`config.mk`:
```
export PLATFORM = sky130hd
export DESIGN_NAME = snake_input_sync_flat
export DESIGN_NICKNAME = d
export VERILOG_FILES = /design/src/rtl/snake_pkg.sv /design/src/rtl/snake_input_sync_if.sv /design/src/rtl/snake_debounce.sv /design/src/rtl/snake_input_sync.sv /design/src/flat_wrapper.sv
export SDC_FILE = /design/constraint.sdc
export NUM_CORES = 1
export LEC_CHECK = 0
export CAP_MARGIN = 10
export CORE_MARGIN = 2
export CORE_UTILIZATION = 60
export DETAILED_ROUTE_END_ITERATION = 8
export GPL_ROUTABILITY_DRIVEN = 0
export HOLD_SLACK_MARGIN = 0.05
export PLACE_DENSITY = 0.87
export REMOVE_ABC_BUFFERS = 1
export SETUP_SLACK_MARGIN = 0.02
export SLEW_MARGIN = 20
export SYNTH_ARGS = -nofsm -noshare
export SYNTH_HDL_FRONTEND = slang
export SYNTH_HIERARCHICAL = 1
export SYNTH_SLANG_ARGS = --single-unit
```
`constraint.sdc`:
```
create_clock -name clk -period 2.1 [get_ports clk]
set_input_delay 0.525 -clock clk [delete_from_list [all_inputs] [get_ports clk]]
set_output_delay 0.525 -clock clk [all_outputs]
set_load 0.01 [all_outputs]
```
`src/rtl/snake_pkg.sv`:
```
// Shared types and defaults for the snake front-end: direction codes, debounce
// state encoding and default timing constants.
package snake_pkg;

  localparam int STEP_CYCLES_DEF = 67108864;
  localparam int DB_CYCLES_DEF   = 1000000;
  localparam int CNT_W_DEF       = 27;

  localparam int NUM_KEYS = 3;
  localparam int NUM_SW   = 4;
  localparam int NUM_IN   = NUM_KEYS + NUM_SW;

  typedef enum logic [1:0] {
    DIR_UP    = 2'b00,
    DIR_RIGHT = 2'b01,
    DIR_LEFT  = 2'b10,
    DIR_DOWN  = 2'b11
  } dir_e;

  typedef enum logic [1:0] {
    DB_IDLE,
    DB_PEND_ON,
    DB_ON,
    DB_PEND_OFF
  } db_state_e;

  // key2 dominates; key1 and key0 together cancel out to UP.
  function automatic dir_e dir_decode(input logic [NUM_KEYS-1:0] a);
    dir_e d;
    if (a[2])              d = DIR_LEFT;
    else if (a[1] && !a[0]) d = DIR_DOWN;
    else if (a[0] && !a[1]) d = DIR_RIGHT;
    else                   d = DIR_UP;
    return d;
  endfunction

endpackage

```
`src/rtl/snake_input_sync_if.sv`:
```
// Bus between the input conditioning stage and its neighbours. The pause
// signal exists only when SNAKE_PAUSE_EN is defined.
interface snake_input_sync_if;
  logic [2:0] button;
  logic [3:0] sw;
  logic       tick;
  logic [1:0] dir;
  logic [3:0] sw_lvl;
  logic [3:0] sw_rise;
`ifdef SNAKE_PAUSE_EN
  logic       pause;

  modport master (output button, sw, pause, input tick, dir, sw_lvl, sw_rise);
  modport slave  (input button, sw, pause, output tick, dir, sw_lvl, sw_rise);
`else
  modport master (output button, sw, input tick, dir, sw_lvl, sw_rise);
  modport slave  (input button, sw, output tick, dir, sw_lvl, sw_rise);
`endif
endinterface

```
`src/rtl/snake_debounce.sv`:
```
// One input conditioner: 2-flop synchroniser, then a 4-state debounce FSM whose
// level flips once the synchronised input has held a new value DB_CYCLES cycles.
module snake_debounce
  import snake_pkg::*;
#(
  parameter logic RELEASED_LVL = 1'b1,
  parameter int   DB_CYCLES    = DB_CYCLES_DEF
) (
  input  logic clk,
  input  logic rst,
  input  logic raw,
  output logic level,
  output logic rise,
  output logic fall
);

  localparam int               DB_W    = $clog2(DB_CYCLES);
  localparam logic [DB_W-1:0]  DB_LAST = DB_W'(DB_CYCLES - 1);

  logic [1:0]      sync_q;
  logic            din;
  db_state_e       state, state_nxt;
  logic [DB_W-1:0] cnt, cnt_nxt;
  logic            level_nxt;

  assign din = sync_q[1];

  always_ff @(posedge clk) begin
    if (!rst) begin
      sync_q <= {2{RELEASED_LVL}};
      state  <= DB_IDLE;
      cnt    <= '0;
      level  <= RELEASED_LVL;
      rise   <= 1'b0;
      fall   <= 1'b0;
    end else begin
      sync_q <= {sync_q[0], raw};
      state  <= state_nxt;
      cnt    <= cnt_nxt;
      level  <= level_nxt;
      rise   <= level_nxt & ~level;
      fall   <= ~level_nxt & level;
    end
  end

  // Entering a PEND state already counts the first differing cycle, so the
  // flip lands exactly DB_CYCLES cycles after the synchronised edge.
  always_comb begin
    state_nxt = state;
    cnt_nxt   = cnt;
    level_nxt = level;
    case (state)
      DB_IDLE: begin
        if (din != RELEASED_LVL) begin
          state_nxt = DB_PEND_ON;
          cnt_nxt   = DB_W'(1);
        end
      end
      DB_PEND_ON: begin
        if (din == RELEASED_LVL) begin
          state_nxt = DB_IDLE;
          cnt_nxt   = '0;
        end else if (cnt == DB_LAST) begin
          state_nxt = DB_ON;
          cnt_nxt   = '0;
          level_nxt = ~RELEASED_LVL;
        end else begin
          cnt_nxt = cnt + 1'b1;
        end
      end
      DB_ON: begin
        if (din == RELEASED_LVL) begin
          state_nxt = DB_PEND_OFF;
          cnt_nxt   = DB_W'(1);
        end
      end
      DB_PEND_OFF: begin
        if (din != RELEASED_LVL) begin
          state_nxt = DB_ON;
          cnt_nxt   = '0;
        end else if (cnt == DB_LAST) begin
          state_nxt = DB_IDLE;
          cnt_nxt   = '0;
          level_nxt = RELEASED_LVL;
        end else begin
          cnt_nxt = cnt + 1'b1;
        end
      end
      default: begin
        state_nxt = DB_IDLE;
        cnt_nxt   = '0;
      end
    endcase
  end

endmodule

```
`src/rtl/snake_input_sync.sv`:
```
// Snake front-end: debounces keys/switches, generates the game step tick and a
// step-aligned direction code. Define SNAKE_PAUSE_EN to add the pause input.
module snake_input_sync
  import snake_pkg::*;
#(
  parameter int STEP_CYCLES = STEP_CYCLES_DEF,
  parameter int DB_CYCLES   = DB_CYCLES_DEF,
  parameter int CNT_W       = CNT_W_DEF
) (
  input logic               clk,
  input logic               rst,
  snake_input_sync_if.slave bus
);

  // Keys rest high (active-low buttons), switches rest low.
  localparam logic [NUM_IN-1:0] RELEASED = {{NUM_SW{1'b0}}, {NUM_KEYS{1'b1}}};
  localparam logic [CNT_W-1:0]  STEP_LAST = CNT_W'(STEP_CYCLES - 1);

  logic [NUM_IN-1:0]   raw, lvl, rise, fall;
  logic [CNT_W-1:0]    step_cnt;
  logic                run, wrap, tick;
  logic [NUM_KEYS-1:0] pend, key_act;
  dir_e                dir;
  logic                unused_db;

  assign raw = {bus.sw, bus.button};

  for (genvar i = 0; i < NUM_IN; i++) begin : g_db
    snake_debounce #(
      .RELEASED_LVL (RELEASED[i]),
      .DB_CYCLES    (DB_CYCLES)
    ) u_db (
      .clk   (clk),
      .rst   (rst),
      .raw   (raw[i]),
      .level (lvl[i]),
      .rise  (rise[i]),
      .fall  (fall[i])
    );
  end

  // Keys only care about press edges, switches only about rising edges.
  assign unused_db = ^{rise[NUM_KEYS-1:0], fall[NUM_IN-1:NUM_KEYS]};

`ifdef SNAKE_PAUSE_EN
  logic [1:0] pause_q;

  always_ff @(posedge clk) begin
    if (!rst) pause_q <= 2'b00;
    else      pause_q <= {pause_q[0], bus.pause};
  end

  assign run = ~pause_q[1];
`else
  assign run = 1'b1;
`endif

  assign wrap    = run && (step_cnt == STEP_LAST);
  assign key_act = pend | ~lvl[NUM_KEYS-1:0];

  // A press edge landing on the wrap cycle survives into the next step.
  always_ff @(posedge clk) begin
    if (!rst) begin
      step_cnt <= '0;
      tick     <= 1'b0;
      dir      <= DIR_DOWN;
      pend     <= '0;
    end else begin
      if (run) step_cnt <= wrap ? '0 : step_cnt + 1'b1;
      tick <= wrap;
      if (wrap) dir <= dir_decode(key_act);
      pend <= (wrap ? '0 : pend) | fall[NUM_KEYS-1:0];
    end
  end

  assign bus.tick    = tick;
  assign bus.dir     = dir;
  assign bus.sw_lvl  = lvl[NUM_IN-1:NUM_KEYS];
  assign bus.sw_rise = rise[NUM_IN-1:NUM_KEYS];

endmodule

```
`src/flat_wrapper.sv`:
```
// flat-port wrapper written by rule: the top's interface ports become plain ports
module snake_input_sync_flat import snake_pkg::*;
#(
  parameter int STEP_CYCLES = STEP_CYCLES_DEF,
  parameter int DB_CYCLES   = DB_CYCLES_DEF,
  parameter int CNT_W       = CNT_W_DEF
)
  (clk, rst, bus_button, bus_sw, bus_tick, bus_dir, bus_sw_lvl, bus_sw_rise);
  snake_input_sync_if bus_i ();
  input logic clk;
  input logic rst;
  input wire logic [$bits(bus_i.button)-1:0] bus_button;
  input wire logic [$bits(bus_i.sw)-1:0] bus_sw;
  output wire logic [$bits(bus_i.tick)-1:0] bus_tick;
  output wire logic [$bits(bus_i.dir)-1:0] bus_dir;
  output wire logic [$bits(bus_i.sw_lvl)-1:0] bus_sw_lvl;
  output wire logic [$bits(bus_i.sw_rise)-1:0] bus_sw_rise;
  assign bus_i.button = bus_button;
  assign bus_i.sw = bus_sw;
  assign bus_tick = bus_i.tick;
  assign bus_dir = bus_i.dir;
  assign bus_sw_lvl = bus_i.sw_lvl;
  assign bus_sw_rise = bus_i.sw_rise;
  snake_input_sync #(.STEP_CYCLES(STEP_CYCLES), .DB_CYCLES(DB_CYCLES), .CNT_W(CNT_W)) u_core (.clk(clk), .rst(rst), .bus(bus_i));
endmodule
```
======== Word-level counts from Yosys, hierarchy flattened ========
Cells that the tools add are included.
word-level totals
  input port bits ......................... 9
  register bits ........................... 215
  output and inout port bits .............. 11
operators by class
  bitwise gates (word level) .............. 18
  reductions and logical operators ........ 26
  eq/ne operators ......................... 57
  mux-type cells .......................... 130
  add/subtract/negate cells ............... 8
operators with widths
  operator                                          count
  two-way mux 20 bit                                35
  one-hot mux 20 bit (4 select lines)               7
  adder 20 x 1 -> 20 bit (second input constant)    7
  == test 20 bit (second input constant)            7
  two-way mux 2 bit                                 44
  one-hot mux 2 bit (4 select lines)                7
  != test 3 bit (second input constant)             14
  two-way mux 1 bit                                 29
  == test 2 bit (second input constant)             14
  != test 2 bit (second input constant)             14
  AND reduction 4 bit                               7
  adder 27 x 1 -> 27 bit (second input constant)    1
  == test 27 x 26 -> 1 bit (second input constant)  1
  == test 2 x 1 -> 1 bit (second input constant)    7
  logical NOT 2 bit                                 7
  one-hot mux 1 bit (2 select lines)                7
  AND reduction 2 bit                               7
  NOT 1 bit                                         8
  AND 1 bit                                         7
  OR 3 bit                                          2
  two-way mux 3 bit                                 1
  NOT 3 bit                                         1
  logical AND 1 bit                                 2
  logical NOT 1 bit                                 2
  OR reduction 2 bit                                1

======== Logic depth before layout (Yosys ltp) ========
Gate-level depths: netlist of run 1.
  depth in word-level cells ............... 7
  mapped depth ............................ 9
  mapped depth without buffers ............ 6

======== By module ========
Netlist of run 1, hierarchy kept.
by module, submodules not included
  module                                     instances  cells each  area each (um2)
  snake_debounce at u_core.g_db[3].u_db ...  4          147         1352.5
  snake_input_sync                           1          174         1606.5
  snake_debounce at u_core.g_db[0].u_db      1          167         1400.1
  snake_debounce at u_core.g_db[2].u_db      1          153         1353.8
  snake_debounce at u_core.g_db[1].u_db      1          154         1347.5

======== Least setup slack after synthesis of run 1 ========
Ideal clock, no wire load.
  kind .................................... register to register
  from .................................... register u_core.g_db[2].u_db.cnt[0]
  to ...................................... register u_core/g_db[2].u_db/rise (netlist name)
  setup time .............................. 0.073 ns
  data arrival time ....................... 1.818 ns
  cell stages (with the launch flop) ...... 8
  path slack .............................. 0.209 ns
  cell sequence ........................... dfxtp_1 -> ha_1 -> and3_1 -> buf_6 -> nand2_4 -> or4_4 -> or2_4 -> nor3_2
RTL lines
  what                    line                  text
  start, declared         snake_debounce.sv:23  logic [DB_W-1:0] cnt, cnt_nxt;
  start signal, assigned  snake_debounce.sv:39  cnt <= cnt_nxt;

======== Final worst setup path of run 1 ========
  from .................................... register u_core.g_db[4].u_db.cnt[8]
  to ...................................... register u_core.g_db[4].u_db.cnt[18]
between the ends
  cells in the longest elaborated chain, start to end .. 4
ends and longest elaborated chain
  what                                                             line                                        text
  start, declared                                                  snake_debounce.sv:23
  start signal, assigned                                           snake_debounce.sv:39
  adder 20 x 1 -> 20 bit / == test 20 bit (equally long branches)  --
  two-way mux 20 bit *                                             snake_debounce.sv:63, snake_debounce.sv:81
  two-way mux 20 bit, on equally long branches                     snake_debounce.sv:78, snake_debounce.sv:60
  one-hot mux 20 bit (4 select lines) *                            snake_debounce.sv:52                        case (state)
Every way passes the cells marked *; elsewhere a longest branch is shown, timed or not.
A chain may end at the register's enable or synchronous reset.

==> results of run 1 <==
## layout by cell type, fill, tap and decap left out, types with 8 or more instances in the layout
| cell type | n |
|---|---|
| dfxtp_1 | 213 |
| nand2b_1 | 18 |
| or4_1 | 10 |
| nor3_1 | 27 |
| clkbuf_16 | 22 |
| nand4_1 | 46 |
| a41oi_1 | 8 |
| buf_4 | 60 |
| inv_1 | 42 |
| ha_1 | 8 |
| and2_1 | 12 |
| nor4_4 | 10 |
| mux2i_1 | 30 |
| a21oi_1 | 71 |
| and4_1 | 13 |
| a31oi_1 | 70 |
| o21ai_0 | 42 |
| and3_1 | 18 |
| or2_2 | 9 |
| nand2_1 | 100 |
| xor2_1 | 24 |
| xnor2_1 | 20 |
| or3_1 | 20 |
| nor2_1 | 86 |
| a21o_2 | 9 |
| clkdlybuf4s50_1 | 18 |
| nand3_1 | 73 |
| a22o_1 | 40 |
## critical path: cells and delay by family (launching register included)
family	cells	cell delay [ns]
compound gates	3	0.51
buf+inv	1	0.19
flops	1	0.35
simple gates	2	0.82
## layer usage
| metal | up-vias | part of all wire (%) |
|---|---|---|
| met2 | 232 | 48 |
| met1 | 4508 | 45 |
| li1 | 4671 | - |
| met4 | 0 | 1.8 |
| met3 | 39 | 4.6 |
| met5 | - | 0 |
## metrics by stage
stage	utilization [%]	instance area [um^2]	hold WS, ns	worst slack, ns	std cells
2_1_floorplan	-	10540	0.3863	0.1495	1167
4_1_cts	69.09	12370	0.3218	0.06607	1517
5_1_grt	69.15	12380	0.3266	0.02094	1517
3_5_place_dp	64.33	11520	0.4069	0.07863	1478
6_report	69.15	12380	0.3306	0.1096	1517
3_3_place_gp	64.33	11520	0.3969	0.1630	1478
## worst paths after layout
kind | end | slack [ns] | startpoint | cells past startpoint
max | u_core/g_db[4].u_db/cnt[18]$_SDFFE_PN0P_ | 0.11 | u_core/g_db[4].u_db/cnt[8]$_SDFFE_PN0P_ | 6
min | u_core/g_db[2].u_db/sync_q[0]$_SDFF_PN1_ | 0.33 | rst | 2
max reg2reg | u_core/g_db[4].u_db/cnt[18]$_SDFFE_PN0P_ | 0.11 | u_core/g_db[4].u_db/cnt[8]$_SDFFE_PN0P_ | 6
min reg2reg | u_core/g_db[0].u_db/sync_q[1]$_SDFF_PN1_ | 0.42 | u_core/g_db[0].u_db/sync_q[0]$_SDFF_PN1_ | 1
## repair_timing
item / 4_1_cts / 5_1_grt
setup buffers: 0 / 0
setup endpoints to repair: 0 / 21
gates resized for setup: 0 / 4
## report_power, final
group | total, mW | switching [mW] | internal, mW
logic | 0.374 | 0.212 | 0.163
clock network | 4.52 | 1.59 | 2.93
registers | 4.18 | 0.0517 | 4.13
## final cells by class
type,count,area (um^2)
tap,229,286.5
sequential,215,4307
inverter,42,157.7
clock buffer,30,620.6
clock inverter,9,231.5
multi-input combinational,910,6081
fill,1342,5523
timing repair buffer,82,695.7
## state kept, by name, summed over array words and instances, names as in the netlist, 3 cells and up, named ones only
register and count:
u_core/g_db.u_db/state 7, u_core/g_db.u_db/level 7, u_core/g_db.u_db/rise 4, u_core/g_db.u_db/cnt 140
u_core/g_db.u_db/fall 3, u_core/step_cnt 27, u_core/pend 3, u_core/g_db.u_db/sync_q 14
==> impl_results.md, run 1 <==
* Pin count of the biggest net entering global routing at 31
* Avg Vias per Cell at between 6 and 7
* Minimum clock period at ~2 ns
* Clk pin slew, worst setup/hold paths at 0.06 ns
* PD cells at 733.2 nW/um^2
* Clk_lat worst skew at just over 0.5 ns
* Worst Path Required at 2.49 ns
* Max_cap viols at 0
* Die Wd at ~140 um
* # DRC at 0
* Clock sink count at about 220
* H-tree depth at 1
* CP arrival at approximately 2.4 ns
* Final setup TNS at 0 ns
* Root Buffer: clkbuf_16
* Slowest CP cell: or4b_4
* Congestion Overflow GR at 0
* Routing usage on met2 at between 40% and 50%
* CTS tree: built
* Hold buffers post-CTS at 0
* Die area at 19240 um^2
* Crit Path Class: flip-flop to flip-flop
* Wire per inst at approximately 16 um
* Vias in the first global route at 8860
* Boundary pin count at 20
* Final WL at 23530 um
* Max transition margin at roughly 37%
* I/O Buffers at 19
* Clock skew at about 0.018 ns
* Max Freq at ~0.5 GHz
* GRT busiest layer: met2
* Layout cell share with drive strength beyond 1 at 15.14%
* Pleak at between 4 and 5 nW
* Post-Syn Instances at approximately 1.2k
* Hold Fails Final Rpt at 0
* Final setup fails at 0
* Starting DRC count in detailed routing at 660
* Initial antenna violation count at 0
* DP Wirelength at 15410 um
* Vias post-DR at around 9.5k
* Placement Rows at a little under 50
* Crit Path Max Fanout at 26
* Critical Path, Cell by Cell: or4b_4, nor4_4, a311oi_4, buf_12, a21o_2, a22o_1
* Crit end category: flip-flop
* GR Util met3 at about 3.7%
* Syn_area_per_cell at approximately 9.0 um^2
* Worst min path class: primary input to flip-flop
* Die Height at between 100 and 150 um
* Worst vdd ir at a little under 800 uV
* First-pass GRT wire length at ~40000 um
* Starting Density at about three fifths
* Placeable core area at roughly 18000 um^2
* Worst Tran Pin Value at between 0.9 and 1 ns
* TritonCTS buffer count at 22
* Startpoint types: flip-flop
* Synthesized area at approximately 11000 um^2
* Layout net count at between 1k and 1.5k
* Antenna cells at 0
* Slowest Stage Delay on Critical Path at between 0.5 and 0.6 ns
* Post-DRT Antenna Nets at 0
* Unrepaired setup endpoints after global routing: no
* GRT Total Usage at 23.53%
* Status: complete, no violations
* DR pass1 iterations at 5
* Tcrit/Tclk final at between 90% and 100%
* Area grow syn2layout at 13.71%
* Total Power at 9.077 mW
* Met1 Use GR at a little over 30%
* Clock tree buffer depth at 3
* Synth Warn # at 6
* Slew Viols, Final at 0
(Power assumes the default switching activity.)
==> run 2: changes to the inputs <==
CTS_CLUSTER_SIZE = 12   (was not set)
==> impl_results.md, run 2 (same netlist as run 1, synthesis figures left out) <==
* DP Wirelength at ~15000 um
* Die Wd at roughly 140 um
* Avg Vias per Cell at between 6 and 7
* Minimum clock period at ~2.0 ns
* Largest regs: u_core/g_db.u_db/cnt x140, u_core/step_cnt x27, u_core/g_db.u_db/sync_q x14
* Placement Rows at 49
* Hold worst-path end: u_core/g_db[2].u_db/sync_q[0]$_SDFF_PN1_
* Wire per inst at 15.17 um
* Clock sink count at roughly 220
* Clock skew at ~0.009 ns
* WHS at approximately 0.32 ns
* Status: complete, no violations
* Die Height at 138.7 um
* Reg2Reg Setup Slack at between 0.07 and 0.08 ns
* Routing usage on met2 at 41.01%
* Worst Path Required at about 2.5 ns
* Clk pin slew, worst setup/hold paths at about 0.060 ns
* Max Freq at 0.4934 GHz
* Final setup TNS at 0 ns
* Clock tree buffer depth at 3
* Max reg flops at 140
* Final setup fails at 0
* GRT busiest layer: met2
* Slowest Stage Delay on Critical Path at between 0.5 and 0.6 ns
* Layout cell share with drive strength beyond 1 at about 15%
* Commonest non-fill, non-tap cell in the layout: dfxtp_1
* First-pass GRT wire length at between 40000 and 50000 um
* Highest-count cells in the layout ignoring fill and taps: dfxtp_1 (214), nand2_1 (100), nor2_1 (86)
* Vias in the first global route at slightly below 9k
* TritonCTS buffer count at 24
* Layout net count at between 1k and 1.5k
* Worst min path class: primary input to flip-flop
* # DRC at 0
* Boundary pin count at 20
* Hold Crit Start: rst
* Total Power at approximately 8.9 mW
* GR Util met3 at between 3 and 4%
* Final WL at 23050 um
* CP arrival at about 2.4 ns
* Initial antenna violation count at 0
* Root Buffer: clkbuf_16
* Clk_lat worst skew at 0.51 ns
* Pin count of the biggest net entering global routing at 31
* I/O Buffers at 19
* Pleak at roughly 4.6 nW
* Crit end category: flip-flop
* Reg2Reg Depth at 6
* Slowest CP cell: or4b_4
* Starting Density at just over 60%
* Crit Path Class: flip-flop to flip-flop
* Final std cells w/o fill at around 1.5k
* Post-DRT Antenna Nets at 0
* Max transition margin at between 30% and 40%
* Critical Path, Cell by Cell: or4b_4, nor4_4, a311oi_4, buf_12, a21o_2, a22o_1
* DR pass1 iterations at 5
* Vias post-DR at about 9.4k
* Top Family by Delay on Critical Path: simple AND/OR/NAND/NOR gates
* Worst vdd ir at between 600 and 700 uV
* Met1 Use GR at a little under a third
* Starting DRC count in detailed routing at about 700
* Max_cap viols at 0
* Slew Viols, Final at 0
* Unrepaired setup endpoints after global routing: yes
* Crit Path Max Fanout at 26
* Tcrit/Tclk final at between 90% and 100%
* Hold Fails Final Rpt at 0
* Congestion Overflow GR at 0
* Worst R2R End: u_core/g_db[4].u_db/cnt[18]$_SDFFE_PN0P_
* Area grow syn2layout at 13.48%
* GRT Total Usage at a little under a quarter
* Biggest register: u_core/g_db.u_db/cnt
* Inst Count DP at around 1.5k
* Worst Tran Pin Value at between 0.9 and 1 ns
* Worst Path Buf+Inv at 1
* H-tree depth at 1
* CTS tree: built
* PD cells at between 700 and 800 nW/um^2
* Hold depth at 2
* Antenna cells at 0
* Die area at 19240 um^2
* Placeable core area at 17900 um^2
* Startpoint types: flip-flop
* Placed Area at between 10000 and 15000 um^2
* Worst r2r src: u_core/g_db[4].u_db/cnt[8]$_SDFFE_PN0P_
* Finished layout cell area at between 10000 and 15000 um^2
-- run 2: changes by cell type in the layout (fill, tap and decap cells not counted), sizes merged --
| cell | change |
|---|---|
| clkbuf | +5 |
| bufinv | -4 |
| clkinv | +1 |
-- run 2: what timing repair did --
action,4_1_cts,5_1_grt
buffers inserted,0,0
setup endpoints to repair,0,19
hold buffers,0,0
resized for setup,0,3
endpoints found under the hold margin,0,0
-- run 2: stage by stage --
stage / worst slack (ns) / util [%]
after floorplan: 0.1495 / -
after global placement: 0.1630 / 64.33
after detailed placement: 0.07863 / 64.33
after CTS: 0.05723 / 68.96
after global routing: 0.009018 / 69.01
final: 0.07317 / 69.01
-- run 2: per-layer routing --
| layer | up-vias | part of all wire [%] | wire length, um |
|---|---|---|---|
| li1 | 4676 | - | - |
| met5 | - | 0 | 0 |
| met4 | 0 | 1.2 | 286 |
| met2 | 218 | 49 | 11370 |
| met3 | 31 | 4.3 | 989 |
| met1 | 4509 | 45 | 10400 |
-- run 2: power by group --
| part | switching [mW] | internal [mW] | total, mW |
|---|---|---|---|
| Sequential | 0.0502 | 4.13 | 4.18 |
| Clock | 1.59 | 2.73 | 4.33 |
| Combinational | 0.209 | 0.162 | 0.371 |
| Total | 1.85 | 7.03 | 8.88 |
-- run 2: worst max path at each step --
stage	startpoint	slack (ns)	end	depth (start not counted)
global placement	u_core/g_db[4].u_db/cnt[8]$_SDFFE_PN0P_	0.16	u_core/g_db[4].u_db/cnt[18]$_SDFFE_PN0P_	6
CTS	u_core/g_db[4].u_db/cnt[8]$_SDFFE_PN0P_	0.06	u_core/g_db[4].u_db/cnt[18]$_SDFFE_PN0P_	6
detailed placement	u_core/g_db[6].u_db/cnt[0]$_SDFFE_PN0P_	0.08	u_core/g_db[6].u_db/cnt[16]$_SDFFE_PN0P_	7
floorplan	rst	0.15	u_core/g_db[0].u_db/cnt[15]$_SDFFE_PN0P_	4
finish	u_core/g_db[4].u_db/cnt[8]$_SDFFE_PN0P_	0.07	u_core/g_db[4].u_db/cnt[18]$_SDFFE_PN0P_	6
global route	u_core/g_db[4].u_db/cnt[8]$_SDFFE_PN0P_	0.009	u_core/g_db[4].u_db/cnt[18]$_SDFFE_PN0P_	6
-- run 2: layout make-up --
cell class | count | area, um^2
Multi-Input combinational cell | 910 | 6081
Fill cell | 1353 | 5548
Sequential cell | 215 | 4305
Clock buffer | 35 | 723.2
Timing Repair Buffer | 82 | 695.7
Tap cell | 229 | 286.5
Inverter | 42 | 157.7
Clock inverter | 6 | 105.1
